<file path="config.mk">
export PLATFORM = sky130hd
export DESIGN_NAME = ranging_code_acquire
export DESIGN_NICKNAME = d
export VERILOG_FILES = /design/src/rtl/ranging_code_acquire.sv
export SDC_FILE = /design/constraint.sdc
export NUM_CORES = 1
export LEC_CHECK = 0
export CORE_UTILIZATION = 53
export DETAILED_ROUTE_END_ITERATION = 10
export HOLD_SLACK_MARGIN = 0.12
export PLACE_DENSITY = 0.77
export SETUP_SLACK_MARGIN = 0.02
export SLEW_MARGIN = 20
export SYNTH_ARGS = -nofsm -noshare
export SYNTH_HDL_FRONTEND = slang
export SYNTH_SLANG_ARGS = --single-unit
</file>
<file path="constraint.sdc">
create_clock -name clk -period 2.37 [get_ports clk]
set_input_delay 0.3555 -clock clk [delete_from_list [all_inputs] [get_ports clk]]
set_output_delay 0.3555 -clock clk [all_outputs]
set_load 0.02 [all_outputs]
</file>
<file path="src/rtl/ranging_code_acquire.sv">
// Serial code-phase search: correlates received chips against the local Gold code and
// slips the local code one chip per failed dwell until the period correlation reaches THRESH.
module ranging_code_acquire #(
    parameter int  CODE_LEN   = 1023,
    parameter int  THRESH     = 600,
    parameter int  SETTLE_CYC = 2,
    localparam int CORR_W     = $clog2(CODE_LEN + 1) + 1,
    localparam int PH_W       = $clog2(CODE_LEN)
) (
    input  logic                     clk,
    input  logic                     rst_n,
    input  logic                     start,
    input  logic                     abort,
    input  logic                     rx_chip,
    input  logic                     rx_valid,
    input  logic                     local_code,
    output logic                     shift_parse,
    output logic                     busy,
    output logic                     locked,
    output logic                     acq_fail,
    output logic [PH_W-1:0]          code_phase,
    output logic signed [CORR_W-1:0] corr_out
);
    localparam int CNT_W = $clog2(CODE_LEN + 1);
    localparam int SET_W = (SETTLE_CYC > 1) ? $clog2(SETTLE_CYC) : 1;

    localparam logic signed [CORR_W-1:0] THR_S   = CORR_W'(THRESH);
    localparam logic signed [CORR_W-1:0] ONE_S   = CORR_W'(1);
    localparam logic signed [CORR_W-1:0] M_ONE_S = CORR_W'(-1);
    localparam logic signed [CORR_W-1:0] ACC_MIN = {1'b1, {(CORR_W-1){1'b0}}};

    typedef enum logic [2:0] {
        S_IDLE,
        S_SETTLE,
        S_INTEG,
        S_DECIDE,
        S_SLIP,
        S_LOCKED,
        S_FAIL
    } state_t;

    state_t                     r_state;
    logic [SET_W-1:0]           r_set_cnt;
    logic [CNT_W-1:0]           r_chip_cnt;
    logic [PH_W-1:0]            r_phase;
    logic [PH_W-1:0]            r_best;
    logic signed [CORR_W-1:0]   r_acc;
    logic signed [CORR_W-1:0]   r_peak;
    logic                       r_shift;
    logic                       r_busy;
    logic                       r_locked;
    logic                       r_fail;
    logic [PH_W-1:0]            r_code_phase;
    logic signed [CORR_W-1:0]   r_corr;

    logic                       w_agree;
    logic signed [CORR_W-1:0]   w_step;
    logic                       w_better;
    logic signed [CORR_W-1:0]   w_peak_nxt;
    logic [PH_W-1:0]            w_best_nxt;

    assign w_agree    = (rx_chip == local_code);
    assign w_step     = w_agree ? ONE_S : M_ONE_S;
    // Strict compare so a tie leaves the earlier phase as best.
    assign w_better   = (r_acc > r_peak);
    assign w_peak_nxt = w_better ? r_acc : r_peak;
    assign w_best_nxt = w_better ? r_phase : r_best;

    always_ff @(posedge clk) begin
        if (!rst_n) begin
            r_state      <= S_IDLE;
            r_set_cnt    <= '0;
            r_chip_cnt   <= '0;
            r_phase      <= '0;
            r_best       <= '0;
            r_acc        <= '0;
            r_peak       <= '0;
            r_shift      <= 1'b0;
            r_busy       <= 1'b0;
            r_locked     <= 1'b0;
            r_fail       <= 1'b0;
            r_code_phase <= '0;
            r_corr       <= '0;
        end else begin
            r_shift <= 1'b0;
            if (abort) begin
                r_state  <= S_IDLE;
                r_busy   <= 1'b0;
                r_locked <= 1'b0;
                r_fail   <= 1'b0;
            end else begin
                case (r_state)
                    S_IDLE, S_LOCKED, S_FAIL: begin
                        if (start) begin
                            r_state   <= S_SETTLE;
                            r_set_cnt <= '0;
                            r_phase   <= '0;
                            r_best    <= '0;
                            r_peak    <= ACC_MIN;
                            r_busy    <= 1'b1;
                            r_locked  <= 1'b0;
                            r_fail    <= 1'b0;
                        end
                    end
                    S_SETTLE: begin
                        r_acc      <= '0;
                        r_chip_cnt <= '0;
                        if (r_set_cnt == SET_W'(SETTLE_CYC - 1)) begin
                            r_state <= S_INTEG;
                        end else begin
                            r_set_cnt <= r_set_cnt + SET_W'(1);
                        end
                    end
                    S_INTEG: begin
                        if (rx_valid) begin
                            r_acc      <= r_acc + w_step;
                            r_chip_cnt <= r_chip_cnt + CNT_W'(1);
                            if (r_chip_cnt == CNT_W'(CODE_LEN - 1)) begin
                                r_state <= S_DECIDE;
                            end
                        end
                    end
                    S_DECIDE: begin
                        r_peak <= w_peak_nxt;
                        r_best <= w_best_nxt;
                        if (r_acc >= THR_S) begin
                            r_state      <= S_LOCKED;
                            r_busy       <= 1'b0;
                            r_locked     <= 1'b1;
                            r_code_phase <= r_phase;
                            r_corr       <= r_acc;
                        end else if (r_phase == PH_W'(CODE_LEN - 1)) begin
                            r_state      <= S_FAIL;
                            r_busy       <= 1'b0;
                            r_fail       <= 1'b1;
                            r_code_phase <= w_best_nxt;
                            r_corr       <= w_peak_nxt;
                        end else begin
                            // Raised here so the pulse coincides with the SLIP cycle.
                            r_state <= S_SLIP;
                            r_shift <= 1'b1;
                        end
                    end
                    S_SLIP: begin
                        r_phase   <= r_phase + PH_W'(1);
                        r_set_cnt <= '0;
                        r_state   <= S_SETTLE;
                    end
                    default: r_state <= S_IDLE;
                endcase
            end
        end
    end

    assign shift_parse = r_shift;
    assign busy        = r_busy;
    assign locked      = r_locked;
    assign acq_fail    = r_fail;
    assign code_phase  = r_code_phase;
    assign corr_out    = r_corr;

endmodule

</file>
======== Yosys cells after proc, flatten, opt, wreduce, memory -nomap -nowiden ========
Index checks and enable logic that the tools add are counted.
word-level totals
  word-level logic and storage cells ...... 93
  input bits .............................. 7
  output and inout port bits .............. 25
  memories ................................ 0
  bits in latches ......................... 0
  register bits ........................... 81
  bits in writable memories ............... 0
  bits in read-only memories .............. 0
cells by class
  bitwise gates (word level) .............. 3
  shift operators ......................... 0
  divide/modulo/power cells ............... 0
  $mul .................................... 0
  magnitude comparators ................... 2
  reductions and logical operators ........ 18
  add/subtract/negate cells ............... 4
  muxes and demuxes ....................... 36
  equal/unequal tests ..................... 17
operator list
  kind                                                                   count
  11-bit 2-to-1 mux                                                      6
  10-bit one-hot mux with 2 select lines                                 3
  10-bit 2-to-1 mux                                                      5
  11-bit one-hot mux with 2 select lines                                 2
  3-bit AND reduction                                                    7
  10-bit by 1-bit adder with 10-bit output, second input constant        2
  10-bit equality test, second input constant                            2
  3-bit one-hot mux with 5 select lines                                  1
  2-bit inequality test, second input constant                           7
  3-bit 2-to-1 mux                                                       4
  11-bit adder                                                           1
  11-bit greater-or-equal comparator, second input constant              1
  11-bit greater-than comparator                                         1
  3-bit equality test, second input constant                             3
  1-bit 2-to-1 mux                                                       9
  4-bit AND reduction                                                    2
  2-bit nonzero test                                                     4
  3-bit by 2-bit equality test with 1-bit output, second input constant  2
  1-bit one-hot mux with 2 select lines                                  3
  2-bit 2-to-1 mux                                                       2
  4-bit OR reduction                                                     1
  3-bit by 1-bit equality test with 1-bit output, second input constant  1
  3-bit logical NOT                                                      1
  3-bit inequality test, second input constant                           1
  7 further kinds                                                        9

======== Logic depth before layout (Yosys ltp) ========
  word-level depth ........................ 5
  depth in mapped cells ................... 10
  depth with buffers taken out ............ 9

======== Least setup slack after synthesis ========
Ideal clock, no wire load.
  path type ............................... input to register
  from .................................... in local_code
  to ...................................... reg r_acc[8]
  data required time ...................... 2.296 ns
  path buffers ............................ 0
  arrival time ............................ 2.385 ns
  stages on the path ...................... 9
  library setup time ...................... 0.074 ns
  setup slack ............................. -0.089 ns
  cell sequence ........................... xor2_1 > inv_1 > fa_1 > nand2b_1 > a21oi_1 > nor2_1 > a211o_1 > xor2_1 > o21ai_0
between the ends
  longest elaborated chain between the ends .. 5
ends and longest elaborated chain
  item                                    line  text
  start: declaration                      16    input logic local_code,
  1-bit equality test                     62    assign w_agree = (rx_chip == local_code);
  11-bit 2-to-1 mux                       63    assign w_step = w_agree ? ONE_S : M_ONE_S;
  11-bit adder                            116   r_acc <= r_acc + w_step;
  11-bit 2-to-1 mux                       115   if (rx_valid) begin
  11-bit one-hot mux with 2 select lines  92    case (r_state)
  end signal: assignment                  116
  end: declaration                        47    logic signed [CORR_W-1:0] r_acc;
No other way between the ends. The select of a mux whose other input is x is not followed.
A chain may end at the register's enable or synchronous reset.

======== Worst setup path in the final report ========
  from .................................... in local_code
  to ...................................... reg r_acc[10]
The elaborated chain is that of the path after synthesis.

==> flow_summary.html <==
<table>
<tr><th>Metric</th><th>Value</th></tr>
<tr><th colspan="2">Logic synthesis</th></tr>
<tr><td>Seq/Total Area, Yosys</td><td>38.5%</td></tr>
<tr><td>Net count after synthesis</td><td>around 500</td></tr>
<tr><td>Warning count from the yosys run</td><td>0</td></tr>
<tr><td>Top area cells in the synthesized netlist</td><td>sky130_fd_sc_hd__dfxtp_1 39%, sky130_fd_sc_hd__ha_1 7.1%, sky130_fd_sc_hd__a22o_1 4.2%</td></tr>
<tr><td>Synth cell count leaders</td><td>81 x sky130_fd_sc_hd__dfxtp_1, 42 x sky130_fd_sc_hd__nor2_1, 31 x sky130_fd_sc_hd__a21oi_1, 29 x sky130_fd_sc_hd__nand2_1</td></tr>
<tr><td>Post-synthesis cell count</td><td>461</td></tr>
<tr><td>Distinct cells, synth</td><td>64</td></tr>
<tr><td>Synthesized area</td><td>between 0.004 and 0.005 mm2</td></tr>
<tr><td>Dominant synthesized flop cell</td><td>sky130_fd_sc_hd__dfxtp_1</td></tr>
<tr><td>Synth Area in Adders</td><td>approximately 8%</td></tr>
<tr><td>Simple-gate portion of the synthesized area</td><td>18.5%</td></tr>
<tr><td>Avg Inst Size Synth</td><td>approximately 9.1 um2</td></tr>
<tr><td>Share of cell area taken by muxes after synthesis</td><td>3.75%</td></tr>
<tr><td>Xor and xnor fraction of the mapped netlist area</td><td>around 3.7%</td></tr>
<tr><td>Cell taking the most area after synthesis</td><td>sky130_fd_sc_hd__dfxtp_1</td></tr>
<tr><td>Main combinational cell family by area after synthesis</td><td>compound AO/OA/AOI/OAI gates</td></tr>
<tr><td>Share of flip-flops with an asynchronous set or reset</td><td>0%</td></tr>
<tr><td>Flip-flop and latch count after synthesis</td><td>81</td></tr>
<tr><td>Count leader, synth</td><td>sky130_fd_sc_hd__dfxtp_1</td></tr>
<tr><td>Share of the synthesized area in the top cell type</td><td>approximately two fifths</td></tr>
<tr><td>Number of enable flip-flop cells after synthesis</td><td>0</td></tr>
<tr><td>Complex-gate fraction of the synthesized area</td><td>between 20% and 30%</td></tr>
<tr><th colspan="2">Run</th></tr>
<tr><td>Maximum Capacitance Violations</td><td>0</td></tr>
<tr><th colspan="2">STA</th></tr>
<tr><td>Final clock skew</td><td>around 0.0097 ns</td></tr>
<tr><td>Worst-Margin Slew</td><td>0.775 ns</td></tr>
<tr><td>Post-route clock period utilization</td><td>around 99%</td></tr>
<tr><td># setup viols final</td><td>0</td></tr>
<tr><td>Number of hold violations in the final report</td><td>0</td></tr>
<tr><td>Setup Total Neg Slack</td><td>0 ns</td></tr>
<tr><td>Worst Setup Slack, final</td><td>about 0.02 ns</td></tr>
<tr><td>Final critical-path required period</td><td>approximately 2.3 ns</td></tr>
<tr><td>Worst slew margin relative to its limit</td><td>between 40% and 50%</td></tr>
<tr><td>Max Slew Vio Count</td><td>0</td></tr>
<tr><td>Max Fclk</td><td>approximately 430 MHz</td></tr>
<tr><th colspan="2">CTS</th></tr>
<tr><td>Root buffer selected by CTS</td><td>sky130_fd_sc_hd__clkbuf_8</td></tr>
<tr><td>Number of buffers created by CTS</td><td>9</td></tr>
<tr><td>H-tree depth</td><td>3</td></tr>
<tr><td>Clock network latency to the later pin of the worst-skew pair</td><td>0.35 ns</td></tr>
<tr><td>Clock tree from TritonCTS</td><td>done</td></tr>
<tr><td>Clock transition time at the flip-flop clock pins of the worst setup and hold paths</td><td>0.09 ns</td></tr>
<tr><td>Sink count of the clock tree</td><td>81</td></tr>
<tr><td>Maximum buffer depth of the clock tree</td><td>2</td></tr>
<tr><th colspan="2">Power and ir drop</th></tr>
<tr><td>Total Power</td><td>about 2800 uW</td></tr>
<tr><td>Total leakage power</td><td>roughly 0.0021 uW</td></tr>
<tr><td>Sw Ratio</td><td>26.1%</td></tr>
<tr><td>Part of the power in registers</td><td>49.6%</td></tr>
<tr><td>VDD IR max</td><td>294 uV</td></tr>
<tr><td>PD cells</td><td>between 500 and 600 mW/mm2</td></tr>
<tr><td>Clock Power Share</td><td>between 30% and 40%</td></tr>
<tr><td>Sw power</td><td>around 720 uW</td></tr>
<tr><td>Relative contribution of combinational cells to total power</td><td>a little under an eighth</td></tr>
<tr><td>Int Power</td><td>slightly above 2000 uW</td></tr>
<tr><th colspan="2">Die</th></tr>
<tr><td>Top Ports</td><td>32</td></tr>
<tr><td>Die extent in x</td><td>just over 90 um</td></tr>
<tr><td>Core Box Area</td><td>slightly below 0.008 mm2</td></tr>
<tr><td>Chip height</td><td>around 91 um</td></tr>
<tr><td>Standard-cell row count</td><td>32</td></tr>
<tr><td>Initial cell density of the core</td><td>a little over half</td></tr>
<tr><td>Die Footprint</td><td>roughly 0.0083 mm2</td></tr>
<tr><th colspan="2">Drt</th></tr>
<tr><td>Via/cell ratio</td><td>around 6.0</td></tr>
<tr><td>Antenna viol nets, final</td><td>0</td></tr>
<tr><td>Per-cell routed wire length</td><td>16.6 um</td></tr>
<tr><td>Starting DRC count in detailed routing</td><td>about 260</td></tr>
<tr><td>Total DRC errors in the routed layout</td><td>0</td></tr>
<tr><td>Vias post-DR</td><td>3786</td></tr>
<tr><td>Routed wire length</td><td>around 11000 um</td></tr>
<tr><td>Drt first pass iters</td><td>5</td></tr>
<tr><th colspan="2">Setup path</th></tr>
<tr><td>Critical Path Source Type</td><td>input pin</td></tr>
<tr><td>Peak fanout along the critical path</td><td>3</td></tr>
<tr><td>Cell breakdown of the critical path</td><td>clkdlybuf4s50_1 &gt; xor2_2 &gt; buf_4 &gt; inv_1 &gt; fa_1 &gt; nand2b_4 &gt; a21oi_2 &gt; o31ai_2 &gt; a21oi_1 &gt; a211o_1 &gt; nand3_1</td></tr>
<tr><td>Crit Path Category</td><td>input pin to flip-flop</td></tr>
<tr><td>CP max stage cell</td><td>sky130_fd_sc_hd__clkdlybuf4s50_1</td></tr>
<tr><td>Worst endpoint data arrival time</td><td>around 2.6 ns</td></tr>
<tr><td>Slowest cell delay on critical path</td><td>0.50 ns</td></tr>
<tr><td>R2R cell count</td><td>10</td></tr>
<tr><td>Data required time of the critical path</td><td>2.61 ns</td></tr>
<tr><td>Kind of end point of the critical path</td><td>flip-flop</td></tr>
<tr><th colspan="2">Min path</th></tr>
<tr><td>HP Class</td><td>flip-flop to flip-flop</td></tr>
<tr><td>Worst hold stages</td><td>2</td></tr>
<tr><th colspan="2">GRT</th></tr>
<tr><td>Via count of the first global-routing pass</td><td>roughly 3.7k</td></tr>
<tr><td>Grt ovf</td><td>0</td></tr>
<tr><td>Initial antenna violation count</td><td>0</td></tr>
<tr><td>Largest net degree at the start of global routing</td><td>25</td></tr>
<tr><td>Total global-route track usage</td><td>25.4%</td></tr>
<tr><td>Global-route wire length before repair</td><td>about 17000 um</td></tr>
<tr><th colspan="2">Placed design</th></tr>
<tr><td>Detailed Place HPWL</td><td>7270 um</td></tr>
<tr><td>Dpl ws</td><td>-0.456 ns</td></tr>
<tr><td>Port buffer count</td><td>31</td></tr>
<tr><td>Routability congestion estimate</td><td>roughly 0.90</td></tr>
<tr><th colspan="2">Finish</th></tr>
<tr><td>Area Overhead vs Synth</td><td>26.5%</td></tr>
<tr><td>Antenna cell count</td><td>0</td></tr>
<tr><td>Share of layout cells above drive strength 1</td><td>21.3%</td></tr>
<tr><td>Number of fill cells</td><td>between 600 and 700</td></tr>
<tr><td>Nets</td><td>around 560</td></tr>
<tr><th colspan="2">Run status</th></tr>
<tr><td>Outcome</td><td>completed</td></tr>
</table>
==> through the flow <==
stage	area [um2]	instances	utilization [%]	hold WS [ns]
after CTS	5170	633	67.3	0.473
after floorplan	4220	461	-	0.450
after global placement	4900	615	63.8	0.449
after detailed placement	4900	615	63.8	0.457
after global routing	5330	636	69.3	0.499
final	5330	636	69.3	0.470
==> registers in the layout, indices dropped and copies added (netlist names) <==
signal,flops
r_set_cnt,1
acq_fail,1
r_state,3
r_phase,10
corr_out,11
r_acc,11
locked,1
r_peak,11
code_phase,10
r_chip_cnt,10
r_best,10
shift_parse,1
busy,1
==> area by class of cell <==
cell class	instances	area, um2	area share (%)
Clock buffer	10	138	2.58
Clock inverter	6	75.1	1.41
Inverter	25	93.8	1.76
Multi-Input combinational cell	337	2560	48.1
Sequential cell	81	1630	30.6
Tap cell	102	128	2.40
Timing Repair Buffer	75	698	13.1
==> cells by family (layout without fill, tap and decap cells) <==
family,Yosys count,count (layout)
AO/OA/AOI/OAI,130,130
XOR/XNOR,18,18
adder cells (fa/ha/maj),26,26
buffers and inverters,44,116
flip-flops,81,81
multiplexers,12,12
AND/OR/NAND/NOR,150,151
==> power by group through the flow <==
stage                     sequential (uW)  clock [uW]  combinational, uW
final                                1380        1070                326
after global routing                 1380        1140                353
after floorplan                      1410           0                162
after global placement               1410           0                275
after detailed placement             1410           0                282
after CTS                            1380        1090                295
==> path summary, 6_finish.rpt <==
kind              start         to  slack, ns
min                busy       busy       0.47
max reg2reg   r_peak[4]  r_best[3]       0.10
max          local_code  r_acc[10]       0.02
min reg2reg        busy       busy       0.47
==> routing by layer <==
layer	global-route usage [%]	up-vias	wire length, um	share of wire (%)
met5	0	-	0	0
met4	7.94	0	167	1.6
met1	32.3	1851	4860	46
li1	-	1816	-	-
met3	4.61	17	456	4.3
met2	43.4	102	5070	48
==> repair_timing <==
item	CTS	global route
hold buffers	0	0
pin swaps	1	5
gates resized for setup	5	26
gates cloned	1	0
buffers inserted	1	4
setup endpoints to repair	14	47
==> critical path: cells and delay by family <==
kind                     cells  cell delay, ns
AND/OR/NAND/NOR              2            0.24
AO/OA/AOI/OAI                4            0.76
XOR/XNOR                     1            0.15
adder cells (fa/ha/maj)      1            0.40
buffers and inverters        3            0.67
==> layout by cell type, fill, tap and decap left out, drive strengths merged, types with 4 or more instances in the layout <==
cell           synthesis  layout
xor2                   8       8
nand2                 30      30
nand3                 22      22
and3                   6       6
clkbuf                 6      11
mux2                   9       9
or3                    7       7
dfxtp                 81      81
nand2b                 6       6
o21a                  12      12
xnor2                 10      10
clkdlybuf4s50          0      30
o211a                  8       8
o221a                 11      11
ha                    24      24
nor3                  10      10
a211o                  4       4
buf                   13      43
inv                   24      26
o211ai                 4       4
a22o                  20      20
nor2                  42      42
a21oi                 32      32
o21ai                 23      23
nand3b                 3       4
Note: power is estimated with default switching activity, not from simulation.
